**src/rtl/lsu_store_demux_if.sv**
```systemverilog
// Memory-stage bus between the core and the store/load routing unit.
interface lsu_store_demux_if #(
  parameter int DMEM_AW = 13
);
  // request from the core
  logic                 st_en_i;
  logic                 ld_en_i;
  logic [31:0]          addr_i;
  logic [31:0]          wdata_i;
  logic [1:0]           size_i;
  // data memory write port
  logic                 dmem_we_o;
  logic [DMEM_AW-3:0]   dmem_addr_o;
  logic [31:0]          dmem_wdata_o;
  logic [3:0]           dmem_be_o;
  // output-peripheral registers
  logic [31:0]          ledr_o;
  logic [31:0]          ledg_o;
  logic [31:0]          hex_lo_o;
  logic [31:0]          hex_hi_o;
  // load-mux control and status
  logic [31:0]          out_rdata_o;
  logic [1:0]           rsel_o;
  logic                 rsel_vld_o;
  logic                 misalign_o;
  logic [7:0]           err_cnt_o;

  modport master (
    output st_en_i, ld_en_i, addr_i, wdata_i, size_i,
    input  dmem_we_o, dmem_addr_o, dmem_wdata_o, dmem_be_o,
    input  ledr_o, ledg_o, hex_lo_o, hex_hi_o,
    input  out_rdata_o, rsel_o, rsel_vld_o, misalign_o, err_cnt_o
  );

  modport slave (
    input  st_en_i, ld_en_i, addr_i, wdata_i, size_i,
    output dmem_we_o, dmem_addr_o, dmem_wdata_o, dmem_be_o,
    output ledr_o, ledg_o, hex_lo_o, hex_hi_o,
    output out_rdata_o, rsel_o, rsel_vld_o, misalign_o, err_cnt_o
  );
endinterface

```
**src/rtl/lsu_store_demux.sv**
```systemverilog
// Store/load routing for the memory stage: decodes the region, aligns byte
// lanes, drives the DMEM write port or the output registers, and produces the
// registered select for the load-data mux.
module lsu_store_demux #(
  parameter int          DMEM_AW  = 13,
  parameter logic [31:0] OUT_BASE = 32'h1000_0000,
  parameter logic [31:0] IN_BASE  = 32'h1001_0000
) (
  input logic               clk_i,
  input logic               rst_ni,
  lsu_store_demux_if.slave  bus
);

  localparam logic [1:0] RS_DMEM = 2'b00;
  localparam logic [1:0] RS_OUT  = 2'b01;
  localparam logic [1:0] RS_IN   = 2'b10;

  logic             in_dmem, in_out, in_in, mapped;
  logic             size_bad, mis;
  logic [3:0]       be;
  logic [31:0]      lane_data;
  logic             st_ok, st_dmem, st_out, st_err;
  logic             ld_act, ld_err, err_ev, mis_ev;
  logic [1:0]       rsel_code;
  logic [1:0]       idx;
  logic [3:0][31:0] out_q;

  assign idx = bus.addr_i[3:2];

  // region decode, alignment check and lane steering for the current request
  always_comb begin
    in_dmem   = (bus.addr_i[31:DMEM_AW] == '0);
    in_out    = (bus.addr_i[31:4] == OUT_BASE[31:4]);
    in_in     = (bus.addr_i[31:4] == IN_BASE[31:4]);
    mapped    = in_dmem | in_out | in_in;
    size_bad  = (bus.size_i == 2'b11);
    mis       = ((bus.size_i == 2'b01) && bus.addr_i[0]) ||
                ((bus.size_i == 2'b10) && (bus.addr_i[1:0] != 2'b00));
    be        = 4'b0000;
    lane_data = bus.wdata_i;
    case (bus.size_i)
      2'b00: begin
        be        = 4'b0001 << bus.addr_i[1:0];
        lane_data = {4{bus.wdata_i[7:0]}};
      end
      2'b01: begin
        be        = bus.addr_i[1] ? 4'b1100 : 4'b0011;
        lane_data = {2{bus.wdata_i[15:0]}};
      end
      2'b10: be = 4'b1111;
      default: be = 4'b0000;
    endcase

    // IN is read-only, so a store only lands in DMEM or OUT
    st_ok   = bus.st_en_i && !size_bad && !mis && (in_dmem || in_out);
    st_dmem = st_ok && in_dmem;
    st_out  = st_ok && in_out;
    st_err  = bus.st_en_i && !st_ok;

    // a store in the same cycle wins; the load is discarded
    ld_act  = bus.ld_en_i && !bus.st_en_i;
    ld_err  = ld_act && (size_bad || mis || !mapped);

    err_ev  = st_err || ld_err || (bus.st_en_i && bus.ld_en_i);
    mis_ev  = (bus.st_en_i || ld_act) && mis;

    rsel_code = RS_DMEM;
    if (!ld_err) begin
      if (in_out)     rsel_code = RS_OUT;
      else if (in_in) rsel_code = RS_IN;
    end
  end

  // DMEM write port: one-cycle strobe following each accepted store
  always_ff @(posedge clk_i) begin
    if (!rst_ni) begin
      bus.dmem_we_o    <= 1'b0;
      bus.dmem_addr_o  <= '0;
      bus.dmem_wdata_o <= '0;
      bus.dmem_be_o    <= '0;
    end else begin
      bus.dmem_we_o <= st_dmem;
      if (st_dmem) begin
        bus.dmem_addr_o  <= bus.addr_i[DMEM_AW-1:2];
        bus.dmem_wdata_o <= lane_data;
        bus.dmem_be_o    <= be;
      end
    end
  end

  // output registers: byte-lane write into the addressed register
  always_ff @(posedge clk_i) begin
    if (!rst_ni) begin
      out_q <= '0;
    end else if (st_out) begin
      for (int b = 0; b < 4; b++)
        if (be[b]) out_q[idx][b*8 +: 8] <= lane_data[b*8 +: 8];
    end
  end

  assign bus.ledr_o   = out_q[0];
  assign bus.ledg_o   = out_q[1];
  assign bus.hex_lo_o = out_q[2];
  assign bus.hex_hi_o = out_q[3];

  // load select and readback; readback sees the value before this edge's write
  always_ff @(posedge clk_i) begin
    if (!rst_ni) begin
      bus.rsel_o      <= RS_DMEM;
      bus.rsel_vld_o  <= 1'b0;
      bus.out_rdata_o <= '0;
    end else begin
      bus.rsel_vld_o <= ld_act;
      if (ld_act) begin
        bus.rsel_o <= rsel_code;
        if (rsel_code == RS_OUT) bus.out_rdata_o <= out_q[idx];
      end
    end
  end

  // sticky misalign flag and saturating error counter
  always_ff @(posedge clk_i) begin
    if (!rst_ni) begin
      bus.misalign_o <= 1'b0;
      bus.err_cnt_o  <= '0;
    end else begin
      if (mis_ev) bus.misalign_o <= 1'b1;
      if (err_ev && (bus.err_cnt_o != 8'hFF)) bus.err_cnt_o <= bus.err_cnt_o + 8'd1;
    end
  end

endmodule

```
**src/flat_wrapper.sv**
```systemverilog
// flat-port wrapper written by rule: the top's interface ports become plain ports
module lsu_store_demux_flat 
#(
  parameter int          DMEM_AW  = 13,
  parameter logic [31:0] OUT_BASE = 32'h1000_0000,
  parameter logic [31:0] IN_BASE  = 32'h1001_0000
)
  (clk_i, rst_ni, bus_st_en_i, bus_ld_en_i, bus_addr_i, bus_wdata_i, bus_size_i, bus_dmem_we_o, bus_dmem_addr_o, bus_dmem_wdata_o, bus_dmem_be_o, bus_ledr_o, bus_ledg_o, bus_hex_lo_o, bus_hex_hi_o, bus_out_rdata_o, bus_rsel_o, bus_rsel_vld_o, bus_misalign_o, bus_err_cnt_o);
  lsu_store_demux_if #(.DMEM_AW(DMEM_AW)) bus_i ();
  input logic clk_i;
  input logic rst_ni;
  input wire logic [$bits(bus_i.st_en_i)-1:0] bus_st_en_i;
  input wire logic [$bits(bus_i.ld_en_i)-1:0] bus_ld_en_i;
  input wire logic [$bits(bus_i.addr_i)-1:0] bus_addr_i;
  input wire logic [$bits(bus_i.wdata_i)-1:0] bus_wdata_i;
  input wire logic [$bits(bus_i.size_i)-1:0] bus_size_i;
  output wire logic [$bits(bus_i.dmem_we_o)-1:0] bus_dmem_we_o;
  output wire logic [$bits(bus_i.dmem_addr_o)-1:0] bus_dmem_addr_o;
  output wire logic [$bits(bus_i.dmem_wdata_o)-1:0] bus_dmem_wdata_o;
  output wire logic [$bits(bus_i.dmem_be_o)-1:0] bus_dmem_be_o;
  output wire logic [$bits(bus_i.ledr_o)-1:0] bus_ledr_o;
  output wire logic [$bits(bus_i.ledg_o)-1:0] bus_ledg_o;
  output wire logic [$bits(bus_i.hex_lo_o)-1:0] bus_hex_lo_o;
  output wire logic [$bits(bus_i.hex_hi_o)-1:0] bus_hex_hi_o;
  output wire logic [$bits(bus_i.out_rdata_o)-1:0] bus_out_rdata_o;
  output wire logic [$bits(bus_i.rsel_o)-1:0] bus_rsel_o;
  output wire logic [$bits(bus_i.rsel_vld_o)-1:0] bus_rsel_vld_o;
  output wire logic [$bits(bus_i.misalign_o)-1:0] bus_misalign_o;
  output wire logic [$bits(bus_i.err_cnt_o)-1:0] bus_err_cnt_o;
  assign bus_i.st_en_i = bus_st_en_i;
  assign bus_i.ld_en_i = bus_ld_en_i;
  assign bus_i.addr_i = bus_addr_i;
  assign bus_i.wdata_i = bus_wdata_i;
  assign bus_i.size_i = bus_size_i;
  assign bus_dmem_we_o = bus_i.dmem_we_o;
  assign bus_dmem_addr_o = bus_i.dmem_addr_o;
  assign bus_dmem_wdata_o = bus_i.dmem_wdata_o;
  assign bus_dmem_be_o = bus_i.dmem_be_o;
  assign bus_ledr_o = bus_i.ledr_o;
  assign bus_ledg_o = bus_i.ledg_o;
  assign bus_hex_lo_o = bus_i.hex_lo_o;
  assign bus_hex_hi_o = bus_i.hex_hi_o;
  assign bus_out_rdata_o = bus_i.out_rdata_o;
  assign bus_rsel_o = bus_i.rsel_o;
  assign bus_rsel_vld_o = bus_i.rsel_vld_o;
  assign bus_misalign_o = bus_i.misalign_o;
  assign bus_err_cnt_o = bus_i.err_cnt_o;
  lsu_store_demux #(.DMEM_AW(DMEM_AW), .OUT_BASE(OUT_BASE), .IN_BASE(IN_BASE)) u_core (.clk_i(clk_i), .rst_ni(rst_ni), .bus(bus_i));
endmodule
```
**config.mk**
```make
export PLATFORM = sky130hd
export DESIGN_NAME = lsu_store_demux_flat
export DESIGN_NICKNAME = d
export VERILOG_FILES = /design/src/rtl/lsu_store_demux_if.sv /design/src/rtl/lsu_store_demux.sv /design/src/flat_wrapper.sv
export SDC_FILE = /design/constraint.sdc
export NUM_CORES = 1
export LEC_CHECK = 0
export BUFFER_PORTS_ARGS = -buffer_cell sky130_fd_sc_hd__buf_4
export CAP_MARGIN = 10
export CORE_MARGIN = 5
export CORE_UTILIZATION = 25
export CTS_CLUSTER_SIZE = 20
export DETAILED_ROUTE_END_ITERATION = 8
export GPL_TIMING_DRIVEN = 0
export MAX_ROUTING_LAYER = met4
export SYNTH_ARGS = -nofsm -noshare
export SYNTH_HDL_FRONTEND = slang
export SYNTH_SLANG_ARGS = --single-unit
```
**constraint.sdc**
```tcl
create_clock -name clk_i -period 4.3 [get_ports clk_i]
set_clock_uncertainty 0.15 [all_clocks]
set_input_delay 0.645 -clock clk_i [delete_from_list [all_inputs] [get_ports clk_i]]
set_output_delay 0.645 -clock clk_i [all_outputs]
set_load 0.03 [all_outputs]
```
Word level (Yosys, flattened, before mapping):

Cells that the tools add are included.

* $add $sub $neg: 1
* magnitude comparators: 2
* equality and inequality tests: 7
* shift-type cells: 1
* multiplexer cells: 30
* bitwise operators: 2
* reduce and logical (&&, ||, !) cells: 30

Operator list (count)
* two-way mux 128 bit: 10
* bitwise mux 128 bit: 4
* demux 32 bit (select 2 bit): 4
* binary-select mux 32 bit (select 2 bit): 1
* two-way mux 32 bit: 2
* case mux 32 bit (2 select lines): 1
* == test 28 x 25 -> 1 bit (second input constant): 2
* two-way mux 24 bit: 1
* zero test 19 bit: 1
* two-way mux 16 bit: 1
* logical AND 1 bit: 14
* case mux 4 bit (3 select lines): 1
* adder 8 x 1 -> 8 bit (second input constant): 1
* two-way mux 8 bit: 1
* != test 8 bit (second input constant): 1
* logical OR 1 bit: 7
* two-way mux 2 bit: 3
* zero test 1 bit: 5
* == test 2 x 1 -> 1 bit (second input constant): 2
* == test 2 bit (second input constant): 2
* two-way mux 4 bit: 1
* << shifter 1 x 2 -> 4 bit (first input constant): 1
* < comparator 2 x 3 -> 1 bit (second input constant): 1
* greater-or-equal comparator 2 x 1 -> 1 bit (second input constant): 1
* 4 further kinds: 5

* bits in registers: 220
* input port bits: 70
* output and inout bits: 220
* logic and storage cells: 86

Logic depth before layout (Yosys ltp):

* word-level depth: 19
* mapped depth: 8
* mapped depth without buffers: 5

Least setup slack after synthesis:

No wires, ideal clock.

* path type: input -> register
* start point: input port bus_size_i[0]
* end point: register u_core.bus.dmem_be_o[0]
* arrival: 2170 ps
* required time: 4018 ps
* path slack: 1847 ps
* stages on the path: 8
* buffers on the path: 3
* path through: buf_2 nor3_2 o211ai_2 or4_1 buf_2 buf_2 nand2_1 a21oi_1

* cells in the longest elaborated chain, start to end: 7

Ends and longest elaborated chain
* start: declaration: line flat_wrapper.sv:16 `input wire logic [$bits(bus_i.size_i)-1:0] bus_size_i;`
* == test 2 x 1 -> 1 bit or == test 2 bit (tied branches): line lsu_store_demux.sv:37, lsu_store_demux.sv:41, lsu_store_demux.sv:38
* logical AND 1 bit (on tied branches): line lsu_store_demux.sv:37, lsu_store_demux.sv:38
* logical OR 1 bit: line lsu_store_demux.sv:37 `mis = ((bus.size_i == 2'b01) && bus.addr_i[0]) ||`
* zero test 1 bit: line lsu_store_demux.sv:55 `st_ok = bus.st_en_i && !size_bad && !mis && (in_dmem || in_out);`
* logical AND 1 bit (2 in series): line lsu_store_demux.sv:55
* logical AND 1 bit: line lsu_store_demux.sv:56 `st_dmem = st_ok && in_dmem;`
* end signal: assignment: line lsu_store_demux.sv:80 `bus.dmem_be_o <= '0;`
* end signal: assignment: line lsu_store_demux.sv:86 `bus.dmem_be_o <= be;`
* end: declaration: line lsu_store_demux_if.sv:37 `output dmem_we_o, dmem_addr_o, dmem_wdata_o, dmem_be_o,`

Parallel ways exist; a longest one is shown, timed or not.
A chain may end at the register's enable or synchronous reset.

Worst setup path after layout:

* start point: input port bus_addr_i[23]
* end point: register u_core.bus.out_rdata_o[3]

* cells in the longest elaborated chain, start to end: 9

Ends and longest elaborated chain
* start: declaration: line flat_wrapper.sv:14 `input wire logic [$bits(bus_i.addr_i)-1:0] bus_addr_i;`
* == test 28 x 25 -> 1 bit or zero test 19 bit (tied branches): line lsu_store_demux.sv:33, lsu_store_demux.sv:32
* bitwise OR 1 bit (2 in series): line lsu_store_demux.sv:35 `mapped = in_dmem | in_out | in_in;`
* zero test 1 bit: line lsu_store_demux.sv:62 `ld_err = ld_act && (size_bad || mis || !mapped);`
* logical OR 1 bit: line lsu_store_demux.sv:62
* logical AND 1 bit: line lsu_store_demux.sv:62
* two-way mux 2 bit *: line lsu_store_demux.sv:68 `if (!ld_err) begin`
* == test 2 x 1 -> 1 bit *: line lsu_store_demux.sv:116 `if (rsel_code == RS_OUT) bus.out_rdata_o <= out_q[idx];`
* AND reduction 2 bit (no source line) *
* end signal: assignment: line lsu_store_demux.sv:116
* end: declaration: line lsu_store_demux_if.sv:39 `output out_rdata_o, rsel_o, rsel_vld_o, misalign_o, err_cnt_o`

Mark *: on every way between the ends. The rest lies on a longest branch, timed or not.

==> results.toml <==
[floorplan]
std_cell_rows = 72
die-area_um2 = 43080
die_width_um = 207.6
coreArea_um2 = 38650
floorplan.initialDensity_pct = 25.25
pin_count = 290
die_h_um = 207.6

[logic_synthesis]
yosys_warnings = 0
synth_top_area_cell = "sky130_fd_sc_hd__dfxtp_1"
synth-edff-count = 0
synth.avg_cell_area_um2 = 8.814
ys_seq_area_share_pct = 45.14
yosys.cell_types.count = 57
ys_ff_latch = 220
synth.net_count = 1178
dominantRegCellSynth = "sky130_fd_sc_hd__dfxtp_1"
synthesized_instance_count = 1107
synth_largest_type_area_fraction_pct = 45.14
synth_area_leaders = "sky130_fd_sc_hd__dfxtp_1 45%, sky130_fd_sc_hd__a21oi_1 9.1%, sky130_fd_sc_hd__nand2_1 7.7%, sky130_fd_sc_hd__mux4_2 7.4%, sky130_fd_sc_hd__o21ai_0 5.3%"
yosysMostFrequentCell = "sky130_fd_sc_hd__dfxtp_1"
ys_top_cells_by_count = "220 x sky130_fd_sc_hd__dfxtp_1, 200 x sky130_fd_sc_hd__nand2_1, 178 x sky130_fd_sc_hd__a21oi_1, 104 x sky130_fd_sc_hd__o21ai_0, 102 x sky130_fd_sc_hd__nand3_1"
asyncSetResetFlopFracSynth_pct = 0
synth_area_um2 = 9757

[min_path]
hp-start = "bus_addr_i[8]"
holdCritPathClass = "in2reg"
worstHoldEndpoint = "u_core.bus.dmem_addr_o[6]$_SDFFE_PN0P_"
hold_path_depth = 3

[setup_path]
reg_to_reg_slack_setup_ns = 2.47
largest_stage_delay_on_the_critical_path_ns = 0.91
timing_worst_setup_path_type = "in2reg"
reg2regPathDepth = 5
critical-path-slowest-cell = "sky130_fd_sc_hd__nor4_2"
worst_setup_path_start_kind = "primary input"
crit_start = "bus_addr_i[23]"
cpMostUsedCell = "sky130_fd_sc_hd__nor4_2"
r2r-start = "u_core.bus.err_cnt_o[0]$_SDFFE_PN0P_"
critical_path_arrival_ns = 3.42
capture_instance_of_the_worst_register_to_register_path = "u_core.bus.err_cnt_o[1]$_SDFFE_PN0P_"
critical_path.endpoint_type = "register"
required_ns = 4.61
timing.critical_path.max_delay_family = "simple AND/OR/NAND/NOR gates"
critical_path.max_fanout = 10
cp_num_buf_inv = 2
path_cells = "buf_4, nor4_2, o211ai_2, nor4_2, buf_2, nand2_1, a21oi_1"

[power]
power_switching_mw = 1.142
sw_frac_of_total_pct = 24.35
power_density_nw_per_um2 = 347.7
p_comb_share_pct = 6.5
internal_power_mw = 3.546
fin_total_pwr_mw = 4.688
share_seq_of_total_power_pct = 43.6
peakVddDrop_v = 0.0003054
power.leakage_nw = 5.201
share_clk_of_total_power_pct = 49.8

[cells_and_area]
area.growth.synth_to_final_pct = 38.18
layout-drive-gt1-share_pct = 30.88
multiInputGateArea_um2 = 4892
seq_area_um2 = 4404
final_net_count = 1492
layout.filler_cells = 3993
finish.instance_area_um2 = 13480
fin_util_pct = 34.88

[timing]
slew_worst_pin_ns = 1.120
finalSetupViolations = 0
final_max_slew_viol_count = 0
fmax_mhz = 321.9
final_period_minus_worst_setup_slack_ns = 3.107
rsz_0062_raised_after_global_routing = "false"
finalHoldViolCount = 0
final.hold.worst_slack_ns = 0.2211
timing.setup.tns_ns = 0
max_slew_margin_pct = 24.55
timing.final.crit_share_pct = 72.25

[cts]
cts-htree-levels = 1
clock_path_buffers = 3
cts_made_buffers = 26
post-cts-setup-buffer-count = 0
root_buffer = "sky130_fd_sc_hd__clkbuf_16"
clk_pin_slew_worst_setup_hold_paths_ns = 0.06
holdBufCountCts = 0
cts.sinks = 220
cts_tree = "built"
worst_skew_pair.late_latency_ns = 0.54
cts_repair_resize_count = 0

[detailed_routing]
detailed_route_vias_per_instance = 5.058
drt-initial-drc-count = 808
detail_route.wirelength_mm = 45.31
postRouteAntennaNets = 0
drt_pre_antenna_iters = 5
drcViolationCount = 0
detail_route.wl_per_cell_um = 23.05
routed-via-count = 9945

[global_route]
met3_usage_pct = 5.697
grt_start_max_net_pins = 14
antenna_found_initial = 8
global_route.overflow_total = 0
grt_busiest_layer = "met2"
vias_in_the_first_global_route = 9835
groute.layer.met1.usage_pct = 25.33
groute.layer.met2.usage_pct = 32.12
track_usage_pct = 20.71
wire_length_of_the_first_global_routing_pass_mm = 66.05

[placement]
io_buffer_count = 286
gpl.final_weighted_congestion = 0.8865
post-dp-hpwl_mm = 35.77
dpl_cell_area_um2 = 12550

[run_status]
outcome = "finished, final reports clean"

[job]
max-cap-violations = 0
worst register-to-register path: stages (launching register included):
cell                       delay, ns
sky130_fd_sc_hd__dfxtp_1        0.46
sky130_fd_sc_hd__ha_1           0.29
sky130_fd_sc_hd__nand4_1        0.20
sky130_fd_sc_hd__o311ai_2       0.24
sky130_fd_sc_hd__a21boi_0       0.18
sky130_fd_sc_hd__o21a_1         0.22
registers in the layout, indices dropped and copies added, names as in the netlist:
signal,cells
u_core.bus.err_cnt_o,8
u_core.bus.rsel_o,2
u_core.bus.ledr_o,32
u_core.bus.dmem_addr_o,11
u_core.bus.hex_lo_o,32
u_core.bus.dmem_wdata_o,32
u_core.bus.dmem_we_o,1
u_core.bus.rsel_vld_o,1
u_core.bus.misalign_o,1
u_core.bus.ledg_o,32
u_core.bus.out_rdata_o,32
u_core.bus.dmem_be_o,4
u_core.bus.hex_hi_o,32
cell type report:
| type | instances | share of cell area, % |
|---|---|---|
| Inverter | 4 | 0.1114 |
| Antenna cell | 7 | 0.1299 |
| Sequential cell | 220 | 32.67 |
| Tap cell | 518 | 4.807 |
| Buffer | 95 | 3.304 |
| Clock buffer | 36 | 5.856 |
| Timing Repair Buffer | 286 | 15.93 |
| Multi-Input combinational cell | 788 | 36.29 |
| Clock inverter | 12 | 0.9095 |
layout by cell type, fill, tap and decap left out, types with 2 or more instances in the layout:
cell type	n
sky130_fd_sc_hd__clkbuf_16	27
sky130_fd_sc_hd__buf_2	35
sky130_fd_sc_hd__clkbuf_8	8
sky130_fd_sc_hd__nor3_1	9
sky130_fd_sc_hd__inv_6	2
sky130_fd_sc_hd__nor4b_4	2
sky130_fd_sc_hd__nand2_1	200
sky130_fd_sc_hd__and2_1	4
sky130_fd_sc_hd__mux2i_1	48
sky130_fd_sc_hd__nand4b_1	2
sky130_fd_sc_hd__o21ai_1	3
sky130_fd_sc_hd__and3_1	5
sky130_fd_sc_hd__nor4_4	3
sky130_fd_sc_hd__dfxtp_1	220
sky130_fd_sc_hd__diode_2	7
sky130_fd_sc_hd__nor3_2	2
sky130_fd_sc_hd__mux2_2	16
sky130_fd_sc_hd__clkbuf_1	51
sky130_fd_sc_hd__nor2_1	27
sky130_fd_sc_hd__clkinv_2	6
sky130_fd_sc_hd__buf_4	288
sky130_fd_sc_hd__buf_1	3
sky130_fd_sc_hd__clkinvlp_4	2
sky130_fd_sc_hd__bufinv_16	2
sky130_fd_sc_hd__mux4_2	32
sky130_fd_sc_hd__nor4_1	3
sky130_fd_sc_hd__o311ai_2	2
sky130_fd_sc_hd__o21ai_0	104
sky130_fd_sc_hd__a31oi_1	2
sky130_fd_sc_hd__inv_1	3
sky130_fd_sc_hd__nand4_1	5
sky130_fd_sc_hd__nor4_2	3
sky130_fd_sc_hd__nand2b_1	6
sky130_fd_sc_hd__buf_6	5
sky130_fd_sc_hd__or4_1	3
sky130_fd_sc_hd__a21oi_2	2
sky130_fd_sc_hd__a21oi_1	178
sky130_fd_sc_hd__nand3_1	102
kinds of logic after synthesis:
| family | after synthesis | synth area share [%] |
|---|---|---|
| compound gates | 304 | 16.40 |
| fa+ha+maj | 1 | 0.1282 |
| buf+inv | 99 | 4.719 |
| flops | 220 | 45.14 |
| mux | 96 | 14.16 |
| simple gates | 387 | 19.45 |
per-stage QoR:
stage               cells  setup WS, ns
CTS                  1959         1.125
detailed placement   1911        0.5588
global placement     1911        0.6058
floorplan            1107         1.847
finish               1966         1.193
global route         1966         1.070
routing by layer:
layer	part of all wire, %	vias up
met5	0	-
met4	4.6	0
met3	10	88
met2	45	546
met1	40	4721
li1	-	4590
power groups by stage:
stage | Sequential [mW] | Clock [mW] | Combinational (mW)
3_5_place_dp | 2.09 | 0 | 0.303
6_report | 2.05 | 2.34 | 0.306
2_1_floorplan | 2.10 | 0 | 0.135
4_1_cts | 2.05 | 2.36 | 0.304
3_3_place_gp | 2.09 | 0 | 0.301
5_1_grt | 2.05 | 2.46 | 0.324
worst max path at each step:
stage	to	slack [ns]	cells past startpoint
finish	u_core.bus.out_rdata_o[3]$_SDFFE_PN0P_	1.19	7
global route	u_core.bus.out_rdata_o[2]$_SDFFE_PN0P_	1.07	7
CTS	u_core.bus.out_rdata_o[2]$_SDFFE_PN0P_	1.12	7
detailed placement	u_core.bus.out_rdata_o[2]$_SDFFE_PN0P_	0.56	7
global placement	u_core.bus.out_rdata_o[2]$_SDFFE_PN0P_	0.61	7
floorplan	u_core.bus.dmem_be_o[0]$_SDFFE_PN0P_	1.85	8
Note: power is estimated with default switching activity, not from simulation.
